**src/rtl/pio_edge_poll_master.sv**
```systemverilog
// pio_edge_poll_master
//
// Avalon-MM master that periodically polls an edge-capturing PIO responder.
// Each poll reads the edge-capture register (word 3). When any edge bit is set
// it reads the data register (word 0), clears edge capture by writing 0 to
// word 3, and offers one event (data + edge mask) on a valid/ready stream.
//
// Ports:
//   clk              single clock, rising edge
//   reset            asynchronous, active-high
//   enable           1 = new polls may be launched from IDLE
//   avm_address      word address to the responder
//   avm_read         read request
//   avm_write        write request (only for the edge-capture clear)
//   avm_writedata    write data, constant 0
//   avm_readdata     responder read data; low DATA_WIDTH bits used
//   avm_waitrequest  responder stall
//   evt_valid        event available
//   evt_ready        consumer accepts event
//   evt_data         data register value captured for the event
//   evt_edges        edge-capture value that triggered the event
//   busy             high whenever the FSM is outside IDLE
//
// State table
//   state   | meaning
//   IDLE    | poll timer counting down (only while enable=1)
//   RD_EDGE | read request to edge-capture register, held through stalls
//   WT_EDGE | waiting READ_LATENCY cycles for edge-capture read data
//   RD_DATA | read request to data register, held through stalls
//   WT_DATA | waiting READ_LATENCY cycles for data read data
//   WR_CLR  | write 0 to edge-capture register, held through stalls
//   PUSH    | event offered until the consumer takes it

module pio_edge_poll_master #(
    parameter int DATA_WIDTH    = 10,
    parameter int POLL_INTERVAL = 1000,
    parameter int READ_LATENCY  = 1,
    parameter int ADDR_WIDTH    = 2
) (
    input  logic                  clk,
    input  logic                  reset,
    input  logic                  enable,
    output logic [ADDR_WIDTH-1:0] avm_address,
    output logic                  avm_read,
    output logic                  avm_write,
    output logic [31:0]           avm_writedata,
    input  logic [31:0]           avm_readdata,
    input  logic                  avm_waitrequest,
    output logic                  evt_valid,
    input  logic                  evt_ready,
    output logic [DATA_WIDTH-1:0] evt_data,
    output logic [DATA_WIDTH-1:0] evt_edges,
    output logic                  busy
);

    localparam int TIMER_W = (POLL_INTERVAL > 1) ? $clog2(POLL_INTERVAL) : 1;
    localparam int LAT_W   = (READ_LATENCY > 1) ? $clog2(READ_LATENCY) : 1;
    localparam logic [TIMER_W-1:0]    TIMER_RELOAD = TIMER_W'(POLL_INTERVAL - 1);
    localparam logic [LAT_W-1:0]      LAT_RELOAD   = LAT_W'(READ_LATENCY - 1);
    localparam logic [ADDR_WIDTH-1:0] ADDR_DATA    = '0;
    localparam logic [ADDR_WIDTH-1:0] ADDR_EDGE    = ADDR_WIDTH'(3);

    typedef enum logic [2:0] {
        IDLE,
        RD_EDGE,
        WT_EDGE,
        RD_DATA,
        WT_DATA,
        WR_CLR,
        PUSH
    } state_t;

    state_t                  state;
    state_t                  state_next;
    logic [TIMER_W-1:0]      timer;
    logic [LAT_W-1:0]        lat_cnt;
    logic [DATA_WIDTH-1:0]   edge_reg;
    logic [DATA_WIDTH-1:0]   data_reg;
    logic [DATA_WIDTH-1:0]   rd_sample;
    logic                    rd_done;
    logic                    unused_readdata;

    assign rd_sample       = avm_readdata[DATA_WIDTH-1:0];
    // Upper read data bits are intentionally ignored.
    assign unused_readdata = ^avm_readdata;

    // Read data is valid once the latency down-counter reaches terminal count.
    assign rd_done = (lat_cnt == '0);

    always_ff @(posedge clk or posedge reset) begin
        if (reset) begin
            state <= IDLE;
        end else begin
            state <= state_next;
        end
    end

    always_ff @(posedge clk or posedge reset) begin
        if (reset) begin
            timer    <= TIMER_RELOAD;
            lat_cnt  <= LAT_RELOAD;
            edge_reg <= '0;
            data_reg <= '0;
        end else begin
            // Anything other than an enabled countdown in IDLE parks the timer
            // at its reload value, so each IDLE entry starts a full interval.
            if (state == IDLE && enable && timer != '0) begin
                timer <= timer - 1'b1;
            end else begin
                timer <= TIMER_RELOAD;
            end

            if ((state == RD_EDGE || state == RD_DATA) && !avm_waitrequest) begin
                lat_cnt <= LAT_RELOAD;
            end else if ((state == WT_EDGE || state == WT_DATA) && !rd_done) begin
                lat_cnt <= lat_cnt - 1'b1;
            end

            if (state == WT_EDGE && rd_done) begin
                edge_reg <= rd_sample;
            end
            if (state == WT_DATA && rd_done) begin
                data_reg <= rd_sample;
            end
        end
    end

    always_comb begin
        state_next  = state;
        avm_read    = 1'b0;
        avm_write   = 1'b0;
        avm_address = '0;
        evt_valid   = 1'b0;
        busy        = (state != IDLE);

        case (state)
            IDLE: begin
                if (enable && timer == '0) begin
                    state_next = RD_EDGE;
                end
            end
            RD_EDGE: begin
                avm_read    = 1'b1;
                avm_address = ADDR_EDGE;
                if (!avm_waitrequest) begin
                    state_next = WT_EDGE;
                end
            end
            WT_EDGE: begin
                if (rd_done) begin
                    state_next = (rd_sample == '0) ? IDLE : RD_DATA;
                end
            end
            RD_DATA: begin
                avm_read    = 1'b1;
                avm_address = ADDR_DATA;
                if (!avm_waitrequest) begin
                    state_next = WT_DATA;
                end
            end
            WT_DATA: begin
                if (rd_done) begin
                    state_next = WR_CLR;
                end
            end
            WR_CLR: begin
                avm_write   = 1'b1;
                avm_address = ADDR_EDGE;
                if (!avm_waitrequest) begin
                    state_next = PUSH;
                end
            end
            PUSH: begin
                evt_valid = 1'b1;
                if (evt_ready) begin
                    state_next = IDLE;
                end
            end
            default: begin
                state_next = IDLE;
            end
        endcase
    end

    assign avm_writedata = '0;
    assign evt_data      = data_reg;
    assign evt_edges     = edge_reg;

endmodule

```
**config.mk**
```make
export PLATFORM = sky130hd
export DESIGN_NAME = pio_edge_poll_master
export DESIGN_NICKNAME = d
export VERILOG_FILES = /design/src/rtl/pio_edge_poll_master.sv
export SDC_FILE = /design/constraint.sdc
export NUM_CORES = 1
export LEC_CHECK = 0
export ABC_AREA = 1
export CORE_ASPECT_RATIO = 0.5
export CORE_MARGIN = 2
export CORE_UTILIZATION = 36
export DETAILED_ROUTE_END_ITERATION = 10
export GPL_TIMING_DRIVEN = 0
export PLACE_DENSITY = 0.89
export SYNTH_ARGS = -nofsm -noshare
export SYNTH_HDL_FRONTEND = slang
export SYNTH_SLANG_ARGS = --single-unit
```
**constraint.sdc**
```tcl
create_clock -name clk -period 1.5 [get_ports clk]
set_clock_uncertainty 0.2 [all_clocks]
set_input_delay 0.225 -clock clk [delete_from_list [all_inputs] [get_ports clk]]
set_output_delay 0.225 -clock clk [all_outputs]
set_load 0.02 [all_outputs]
```
## Word-level counts from Yosys, hierarchy flattened

Index checks and enable logic that the tools add are counted.

| operators by class | value |
|---|---|
| add/sub/neg operators | 2 |
| equality and inequality tests | 13 |
| mux-type cells | 16 |
| bitwise gates (word level) | 1 |
| reduce and logical (&&, ||, !) cells | 19 |

Operators with widths:

| operator | count |
|---|---|
| $mux W3 | 7 |
| $pmux W3 S7 | 1 |
| $logic_not A10 Y1 | 2 |
| $ne A2 B2 Y1 const B | 6 |
| $mux W10 | 1 |
| $reduce_bool A10 Y1 | 1 |
| $sub A10 B1 Y10 const B | 1 |
| $eq A3 B3 Y1 const B | 3 |
| $logic_and A1 B1 Y1 | 7 |
| $reduce_and A7 Y1 | 1 |
| $eq A3 B2 Y1 const B | 2 |
| $mux W1 | 5 |
| $mux W2 | 2 |
| $reduce_or A2 Y1 | 2 |
| $eq A3 B1 Y1 const B | 1 |
| $logic_not A3 Y1 | 1 |
| $reduce_bool A3 Y1 | 1 |
| $logic_or A1 B1 Y1 | 2 |
| $ne A2 B1 Y1 const B | 1 |
| $reduce_bool A2 Y1 | 1 |
| $logic_not A1 Y1 | 1 |
| $not A1 Y1 | 1 |
| $sub A1 B1 Y1 const B | 1 |

| word-level totals | value |
|---|---|
| bits in registers | 34 |
| bits of input ports | 37 |
| output and inout port bits | 58 |
| word-level logic and storage cells | 56 |

## Longest topological paths before layout

Gate-level depths: netlist of run 1.

| logic depth | value |
|---|---|
| depth after elaboration | 5 |
| mapped depth | 9 |
| mapped depth without buffers | 9 |

## Worst setup path before layout of run 1

No wires, ideal clock.

| timing path | value |
|---|---|
| path type | reg-to-output |
| start | register state[1] |
| end | output avm_write |
| arrival time | 1.191 ns |
| data required time | 1.075 ns |
| setup slack | -0.116 ns |
| stages on the path, launching flop included | 4 |
| buffers on the path | 0 |
| cell sequence | dfrtp_1 > nor2_1 > inv_1 > nor2_1 |

| on the way | value |
|---|---|
| word-level cells in the longest chain between the ends | 2 |

RTL lines:

| item | RTL line | RTL |
|---|---|---|
| start, declared | 73 | `state_t state;` |
| start signal, assigned | 94 | `state <= state_next;` |
| $eq A3 B3 Y1 | 136 | `case (state)` |
| $mux W1 | 136 |  |
| end, declared | 45 | `output logic avm_write,` |

No other way between the ends.

## Worst setup path after layout of run 1

| timing path | value |
|---|---|
| start | register state[2] |
| end | output avm_read |

| on the way | value |
|---|---|
| word-level cells in the longest chain between the ends | 3 |
| elaborated cells on any way between the ends | 4 |
| those cells by class | 2 x eq/ne; 1 x mux; 1 x reduce/logical |

RTL lines:

| item | RTL line | RTL |
|---|---|---|
| $eq A3 B1 Y1 / $eq A3 B2 Y1 (equally long branches) | 136 |  |
| $reduce_or A2 Y1 (no line) * | - |  |
| $mux W1 * | 136 |  |
| end, declared | 44 | `output logic avm_read,` |

Every way passes the cells marked *; elsewhere a longest branch is shown, timed or not.

==> results of run 1 <==
[state kept, by name, summed over array words and instances (netlist names)]
name,cells
timer,10
evt_edges,10
lat_cnt,1
state,3
evt_data,10
[worst max-delay path by stage]
stage	slack, ns	start	endpoint	cells past startpoint
global placement	-0.40	reset	evt_edges[3]	2
finish	-0.31	state[2]	avm_read	5
global route	-0.32	state[2]	avm_read	5
floorplan	0.0002	state[1]	avm_write	3
CTS	-0.18	state[2]	avm_read	5
detailed placement	-0.42	reset	evt_edges[3]	2
[where the power goes]
part / leakage, nW / internal [mW] / switching [mW] / total (mW)
registers: 0.405 / 1.25 / 0.227 / 1.48
logic: 1.02 / 1.12 / 1.69 / 2.81
clock network: 0.0524 / 0.497 / 0.342 / 0.839
[layout by cell type (no fill, tap or decap), drive strengths merged, types with 2 or more instances in the layout]
cell type / instances
o21ai: 25
conb: 32
clkdlybuf4s50: 14
clkbuf: 7
xnor2: 2
nand2: 51
dfstp: 8
a21oi: 3
nor3: 3
nor2: 24
dfrtp: 26
nand3: 11
buf: 59
inv: 25
dlygate4sd2: 20
xor2: 3
[stage by stage]
step / power, mW / std cells / utilization
after global placement: 3.75 / 364 / 0.497
after detailed placement: 3.82 / 364 / 0.497
after global routing: 5.35 / 387 / 0.576
after CTS: 4.62 / 379 / 0.532
final: 5.12 / 387 / 0.576
after floorplan: 2.86 / 254 / -
[cell families (layout without fill, tap and decap cells)]
family,after synthesis,in the layout,share of synthesized area
simple gates,90,90,0.214
buf+inv,64,127,0.209
flops,34,34,0.463
compound gates,28,28,0.0815
xor+xnor,5,5,0.0236
fa+ha+maj,1,1,0.00673
other cells,1,32,0.00202
[layer usage]
metal,wire [microns],vias to the layer above,global-route usage
met5,0,-,0
met4,135,0,0.0592
met3,275,14,0.0548
met2,2930,78,0.290
met1,2040,837,0.159
li1,-,812,-
[repair_timing]
item	in CTS	in global routing
resized for setup	67	52
cloned	0	1
endpoints found under the setup margin	75	34
setup buffers	7	7
pin swaps	5	10
[critical path, delay by kind of cell, from the launching register on]
kind	cells	cell delay, ns
and+or+nand+nor	1	0.16
AOI/OAI and AO/OA	1	0.14
DFF	1	0.39
buffers and inverters	3	0.39
[area by class of cell]
cell class,count,area (sq um),share of cell area
clock buffer,7,76.3,0.0267
tap,70,87.6,0.0307
timing repair buffer,55,489,0.171
clock inverter,1,30.0,0.0105
buffer,38,308,0.108
sequential,34,863,0.302
inverter,26,109,0.0381
multi-input combinational,156,891,0.312
==> summary.txt, run 1 <==
Outcome
  – Outcome: complete, but fails checks
  – Failing checks: setup timing

Floorplanning
  – Chip width: 106 microns
  – Core area: 4950 sq um
  – Full die area: 5790 sq um
  – Starting Density: 0.375
  – Height of the die: 54.8 microns
  – # IOs: 95
  – Num rows: 18

Worst setup path
  – Reg-to-reg endpoint: state[2]
  – Max incr delay on CP: 0.39 ns
  – FF-to-FF path depth: 9
  – CP cell instances: buf_6 > a21oi_4 > inv_2 > nor2_1 > buf_4
  – Worst EP arrival: 1.38 ns
  – Crit path kind: reg2out
  – CP max stage cell: dfrtp_1
  – Worst-path fanout max: 8
  – CP required: 1.07 ns
  – R2r startpoint: state[1]
  – Crit path launch type: flop
  – Setup crit end kind: primary output
  – Worst reg2reg setup slack: -0.21 ns

Clock tree
  – CTS root buf: clkbuf_8
  – Reg clk slew, reported paths: 0.07 ns
  – CTS H-tree depth: 2
  – CTS Buffer Depth: 2
  – Clk Latency, worst-skew pair: 0.29 ns
  – CTS Buf Count: 5
  – CTS Hold Bufs: 0
  – Clock sink total: 34
  – CTS tree: yes

Cells and area
  – Nets@finish: 354
  – Fillcell total: 391
  – Layout area overhead: 53.6%
  – Antenna cells: 0
  – Layout cell share with drive strength beyond 1: 0.410
  – Post-route cell area: 2850 sq um

Yosys
  – FFs w/ async S/R, synth: 1.00
  – Post-synth top area share: 0.350
  – Sequential area share after synthesis: 0.463
  – Post-synth top cells: 46 x nand2_1, 35 x buf_4, 26 x dfrtp_1, 24 x inv_1, 17 x nor2_1
  – Mapped Cells: 223
  – Netlist cell types: 23
  – Cell taking the most area after synthesis: dfrtp_1
  – EDFF count, synth: 0
  – Cell with the most instances after synthesis: nand2_1
  – Yosys warnings: 0
  – Synth Flop Type: dfrtp_1
  – Synthesized area: 1860 sq um
  – Synthesis-stage register bit count: 34
  – Syn Area/Cell: 8.33 sq um
  – Synth area leaders: dfrtp_1 35%, buf_4 14%, dfstp_2 11%

STA
  – Final setup fails: 35
  – Least-Margin Pin Slew: 0.701 ns
  – Rel. slew slack: 0.532
  – Setup TNS: -1.94 ns
  – Final Cycle Share: 1.20
  – Fin worst setup slack: -0.307 ns
  – Slew Viols, Final: 0
  – Final Hold Viols: 0
  – F_max: 0.553 GHz
  – RSZ-0062 raised after global routing: true
  – Final Hold Slack: 0.210 ns
  – Tmin final: 1.81 ns

Pwr
  – P per Cell Area: 1800 nW/um^2
  – Leakage: 1.48 nW
  – Worst vdd ir: 683 uV

Flow run
  – # Max-Cap Violations: 0

Detailed routing
  – ANT nets after route: 0
  – Final WL: 5380 microns
  – Vias per cell: 4.50
  – Drt drc: 0
  – Drt initial violations: 91
  – Vias: 1741
  – Avg WL per Cell: 13.9 microns
  – TritonRoute pass-1 iters: 4

Global route
  – Largest net degree at the start of global routing: 35
  – Vias in the first global route: 1426
  – GRT Overall Usage: 0.151
  – GRT Residual Overflow: 0
  – Initial antenna violation count: 0
  – First-pass GRT wire length: 6480 microns

Place
  – Cell Area, Placed: 2460 sq um
  – Placer Congestion: 0.796
  – Post-Place Worst Slack: -0.418 ns
  – HPWL after DPL: 3030 microns
  – Buffers on Ports: 40

Min path
  – Worst hold path type: in2async
No activity file was read; power rests on OpenSTA's default activity.
==> run 2: changes to the inputs <==
--- a/config.mk
+++ b/config.mk
@@ -8,10 +8,12 @@
 export ABC_AREA = 1
 export CORE_ASPECT_RATIO = 0.5
 export CORE_MARGIN = 2
-export CORE_UTILIZATION = 36
+export CORE_UTILIZATION = 43
+export CTS_CLUSTER_DIAMETER = 50
+export CTS_CLUSTER_SIZE = 24
 export DETAILED_ROUTE_END_ITERATION = 10
 export GPL_TIMING_DRIVEN = 0
-export PLACE_DENSITY = 0.89
+export PLACE_DENSITY = 0.95
 export SYNTH_ARGS = -nofsm -noshare
 export SYNTH_HDL_FRONTEND = slang
 export SYNTH_SLANG_ARGS = --single-unit
==> constraint.sdc (replaced) <==
create_clock -name clk -period 2.3 [get_ports clk]
set_clock_uncertainty 0.2 [all_clocks]
set_input_delay 0.345 -clock clk [delete_from_list [all_inputs] [get_ports clk]]
set_output_delay 0.345 -clock clk [all_outputs]
set_load 0.02 [all_outputs]
==> run 2 against run 1 <==
  * The flow now finishes without violations
  * Power down 41%
  * Sequential cell count unchanged
  * Final area down 10%
  * Hold slack worse by 0.099 ns
  * Critical path type unchanged
  * Combinational power down 44%
  * Routed wire length down 12%
==> summary.txt, run 2 (synthesis gave the netlist of run 1 again) <==
Worst setup path
  – Crit path kind: reg2out
  – Worst-path fanout max: 9
  – Worst reg2reg setup slack: 0.60 ns
  – Worst EP arrival: 1.64 ns
  – CP max stage cell: clkdlybuf4s50_1
  – CP required: 1.75 ns
  – Crit path launch type: flop
  – R2r startpoint: timer[0]
  – Crit path from: state[2]
  – Max incr delay on CP: 0.57 ns
  – CP cell instances: buf_6 > nor2_2 > nand2_1 > clkdlybuf4s50_1
  – Setup crit end kind: primary output

Clock tree
  – CTS Buffer Depth: 2
  – CTS Buf Count: 5
  – CTS tree: yes
  – Clk Latency, worst-skew pair: 0.29 ns
  – CTS H-tree depth: 2
  – Clock sink total: 34
  – CTS root buf: clkbuf_8
  – CTS Hold Bufs: 0
  – Reg clk slew, reported paths: 0.07 ns

Floorplanning
  – # IOs: 95
  – Starting Density: 0.462
  – Core area: 4020 sq um
  – Full die area: 4890 sq um
  – Height of the die: 50.5 microns
  – Chip width: 97.0 microns
  – Num rows: 16

STA
  – Final Hold Slack: 0.111 ns
  – Final Hold Viols: 0
  – Final setup fails: 0
  – Final Cycle Share: 0.951
  – Tmin final: 2.19 ns
  – Setup TNS: 0 ns
  – Slew Viols, Final: 0
  – RSZ-0062 raised after global routing: false
  – F_max: 0.457 GHz

Detailed routing
  – TritonRoute pass-1 iters: 5
  – Drt drc: 0
  – Avg WL per Cell: 13.2 microns
  – Vias per cell: 4.66
  – Final WL: 4730 microns
  – Drt initial violations: 106
  – Vias: 1665
  – ANT nets after route: 0

Cells and area
  – Layout area overhead: 38.2%
  – Fin util: 0.638
  – Most frequent cells in the layout: 46 x nand2_1, 36 x clkdlybuf4s50_1, 35 x buf_4
  – Commonest non-fill, non-tap cell in the layout: nand2_1
  – Nets@finish: 340
  – Antenna cells: 0
  – Layout cell share with drive strength beyond 1: 0.244

Global route
  – GRT Overall Usage: 0.187
  – Initial antenna violation count: 0
  – Largest net degree at the start of global routing: 35
  – GRT Residual Overflow: 0
  – Vias in the first global route: 1575
  – First-pass GRT wire length: 7070 microns

Outcome
  – Outcome: completed

Pwr
  – Leakage: 1.35 nW
  – P per Cell Area: 1170 nW/um^2
  – Final Power: 3.00 mW
  – Worst vdd ir: 479 uV

Place
  – Placer Congestion: 0.882
  – HPWL after DPL: 3130 microns
  – Buffers on Ports: 40

Min path
  – Worst hold path type: in2async

Flow run
  – # Max-Cap Violations: 0
run 2: changes by cell type in the layout (fill, tap and decap cells not counted), moves of 6 or more:
cell	previous run	this run
dlygate4sd2_1	20	2
clkdlybuf4s50_1	14	36
o21ai_0	7	13
inv_1	16	23
nand2_1	35	46
buf_6	11	2
buf_4	47	35
nand2_2	12	5
run 2: metal layers:
layer | vias up | part of all wire | GRT usage
met5 | - | 0 | 0
met4 | 0 | 0.019 | 0.0892
met3 | 16 | 0.069 | 0.0515
met2 | 87 | 0.53 | 0.348
met1 | 784 | 0.39 | 0.200
li1 | 778 | - | -
run 2: cell type report:
| type | instances | area (sq um) |
|---|---|---|
| Buffer | 38 | 290 |
| Clock buffer | 7 | 86.3 |
| Tap cell | 54 | 67.6 |
| Inverter | 26 | 97.6 |
| Sequential cell | 34 | 862 |
| Timing Repair Buffer | 41 | 430 |
| Fill cell | 291 | 1460 |
| Multi-Input combinational cell | 156 | 728 |
| Clock inverter | 1 | 5.00 |
run 2: path summary, 6_finish.rpt:
kind,cells past startpoint,end
worst max-delay path,4,busy
worst min-delay path,2,state[2]
worst max register to register,9,state[1]
worst min register to register,1,timer[0]
max in group asynchronous,3,timer[1]
min in group clk,1,timer[0]
run 2: timing repair:
| action | CTS | global route |
|---|---|---|
| cloned | 0 | 0 |
| endpoints found under the setup margin | 3 | 2 |
| gates resized for setup | 3 | 3 |
| hold endpoints to repair | 0 | 0 |
| setup buffers | 0 | 0 |
run 2: report_power, final:
part / leakage, nW / internal, mW / total (mW) / switching [mW]
clock network: 0.0482 / 0.242 / 0.470 / 0.229
logic: 0.899 / 0.668 / 1.57 / 0.902
registers: 0.407 / 0.816 / 0.961 / 0.145
total: 1.35 / 1.73 / 3.00 / 1.28
run 2: critical path, delay by kind of cell, from the launching register on:
kind,cells,cell delay (ns)
buffers and inverters,2,0.71
flip-flops,1,0.39
AND/OR/NAND/NOR,2,0.25
run 2: per-stage QoR:
stage	area, sq um	setup WS, ns	cells
after floorplan	1970	0.564	254
after global placement	2440	0.279	348
after detailed placement	2440	0.246	348
after CTS	2530	0.0158	356
after global routing	2570	0.0540	357
final	2570	0.113	357
==> run 3: changes to the inputs <==
--- a/config.mk
+++ b/config.mk
@@ -5,11 +5,11 @@
 export SDC_FILE = /design/constraint.sdc
 export NUM_CORES = 1
 export LEC_CHECK = 0
-export ABC_AREA = 1
+export ABC_AREA = 0
 export CORE_ASPECT_RATIO = 0.5
 export CORE_MARGIN = 2
-export CORE_UTILIZATION = 43
-export CTS_CLUSTER_DIAMETER = 50
+export CORE_UTILIZATION = 42
+export CTS_CLUSTER_DIAMETER = 150
 export CTS_CLUSTER_SIZE = 24
 export DETAILED_ROUTE_END_ITERATION = 10
 export GPL_TIMING_DRIVEN = 0
==> run 3 against run 2 <==
  * Hold slack lost 0.046 ns
  * First-iteration DRC count shrank 15%
  * Critical path depth grew 2
  * Core utilization shrank 1.3 points
  * Largest cell class unchanged
  * Register-to-register slack lost 0.51 ns
  * Combinational power shrank 3%
  * Die area shrank 0.87%
  * Final cell count shrank 17%
  * Final area shrank 2.5%
  * Routed wire length shrank 12%
  * Global-route usage shrank 1.7 points
  * Power shrank 1.8%
==> summary.txt, run 3 <==
Floorplanning
  – Height of the die: 50.3 microns
  – # IOs: 95
  – Chip width: 96.5 microns
  – Full die area: 4850 sq um
  – Starting Density: 0.449
  – Core area: 4000 sq um
  – Num rows: 16

Detailed routing
  – ANT nets after route: 0
  – Vias per cell: 4.64
  – TritonRoute pass-1 iters: 5
  – Final WL: 4150 microns
  – Avg WL per Cell: 14.0 microns
  – Drt drc: 0
  – Vias: 1379
  – Drt initial violations: 90

STA
  – Rel. slew slack: 0.513
  – Tmin final: 2.21 ns
  – Least-Margin Pin Slew: 0.725 ns
  – Final setup fails: 0
  – Slew Viols, Final: 0
  – F_max: 0.452 GHz
  – Final Cycle Share: 0.962
  – Final Hold Viols: 0

Yosys
  – Synthesis-stage register bit count: 34
  – Mapped Cells: 163
  – Post-synth top cells: 33 x buf_4, 26 x dfrtp_1, 21 x mux2_2, 13 x nand2_1, 8 x dfstp_2
  – Synth area leaders: dfrtp_1 36%, buf_4 14%, mux2_2 13%
  – Syn Area/Cell: 11.0 sq um
  – Post-synth top area share: 0.362
  – Cell with the most instances after synthesis: buf_4
  – Synthesized area: 1800 sq um
  – Netlist cell types: 37
  – Cell taking the most area after synthesis: dfrtp_1
  – FFs w/ async S/R, synth: 1.00
  – Sequential area share after synthesis: 0.479
  – Synth Flop Type: dfrtp_1
  – EDFF count, synth: 0
  – Yosys warnings: 0

Place
  – HPWL after DPL: 3040 microns
  – Cell Area, Placed: 2380 sq um
  – Placed cell count: 288
  – Placer Congestion: 0.806
  – Buffers on Ports: 40

Cells and area
  – Antenna cells: 0
  – Non-filler cells, final: 297
  – Layout area overhead: 39.2%
  – Layout cell share with drive strength beyond 1: 0.329
  – Commonest non-fill, non-tap cell in the layout: clkdlybuf4s50_1
  – Post-route cell area: 2500 sq um
  – Fin util: 0.625
  – Most frequent cells in the layout: 35 x clkdlybuf4s50_1, 34 x buf_4, 32 x conb_1
  – Fillcell total: 279
  – Nets@finish: 280

Clock tree
  – CTS root buf: clkbuf_8
  – CTS Buf Count: 5
  – Clock sink total: 34
  – Clk Latency, worst-skew pair: 0.29 ns
  – Reg clk slew, reported paths: 0.07 ns
  – CTS Buffer Depth: 2
  – CTS tree: yes
  – CTS H-tree depth: 2
  – Post-CTS Setup Inserts: 0

Worst setup path
  – Buf/Inv on CP: 1
  – Max incr delay on CP: 0.59 ns
  – CP required: 2.31 ns
  – Crit path launch type: flop
  – CP cell instances: inv_1 > ha_1 > nand2b_1 > nor2_1 > a211oi_2 > a21boi_0
  – Setup crit end kind: flop
  – Worst EP arrival: 2.22 ns
  – Worst-path fanout max: 10
  – CP max stage cell: a211oi_2
  – Top delay family on crit path: compound AO/OA/AOI/OAI gates
  – Crit path kind: reg2reg
  – Worst reg2reg setup slack: 0.09 ns

Pwr
  – P per Cell Area: 1180 nW/um^2
  – Final Power: 2.95 mW
  – Worst vdd ir: 445 uV
  – Leakage: 1.19 nW

Flow run
  – # Max-Cap Violations: 0

Min path
  – Worst hold path type: in2async

Global route
  – Initial antenna violation count: 0
  – Vias in the first global route: 1323
  – GRT Overall Usage: 0.169
  – Largest net degree at the start of global routing: 35
  – First-pass GRT wire length: 6040 microns
  – GRT Residual Overflow: 0

Outcome
  – Outcome: completed
## run 3: repair_timing
action                                 CTS  global route
hold buffers                             0             0
endpoints found under the hold margin    0             0
setup endpoints to repair                3             3
resized for setup                        3             4
## run 3: where the power goes
part           switching, mW  internal (mW)
logic                  0.756          0.764
clock network          0.221          0.241
registers              0.143          0.820
total                   1.12           1.83
## run 3: final timing paths
path	from	to	cells past startpoint
max in group asynchronous	reset	timer[8]	3
hold reg to reg	timer[0]	timer[0]	1
min in group clk	timer[0]	timer[0]	1
setup / recovery	timer[0]	timer[4]	6
hold / removal	reset	evt_data[2]	2
setup reg to reg	timer[0]	timer[4]	6
## run 3: area by class of cell
cell class | count | area [sq um] | share of cell area
clock inverter | 1 | 5.00 | 0.00200
inverter | 5 | 18.8 | 0.00750
sequential | 34 | 861 | 0.344
clock buffer | 7 | 86.3 | 0.0345
buffer | 36 | 268 | 0.107
multi-input combinational | 119 | 772 | 0.308
timing repair buffer | 41 | 425 | 0.170
tap | 54 | 67.6 | 0.0270
## run 3: per-stage QoR
stage / hold slack [ns] / setup TNS, ns / setup WS [ns]
after global routing: 0.0807 / -0.0255 / -0.0255
after global placement: 0.234 / 0 / 0.270
after CTS: 0.259 / 0 / 0.00110
final: 0.0654 / 0 / 0.0877
after floorplan: 0.228 / 0 / 0.455
after detailed placement: 0.243 / 0 / 0.149
## run 3: cells by family after synthesis
logic type      after synthesis  share of synthesized area
simple gates                 48                      0.154
buf+inv                      41                      0.157
flops                        34                      0.479
mux                          21                      0.132
compound gates               12                     0.0459
xor+xnor                      5                     0.0244
fa+ha+maj                     1                    0.00696
other cells                   1                    0.00209
## run 3: routing by layer
layer / up-vias / share of wire / global-route usage
met5: - / 0 / 0
met4: 0 / 0.029 / 0.117
met3: 12 / 0.074 / 0.0556
met2: 64 / 0.54 / 0.301
met1: 657 / 0.36 / 0.168
li1: 646 / - / -
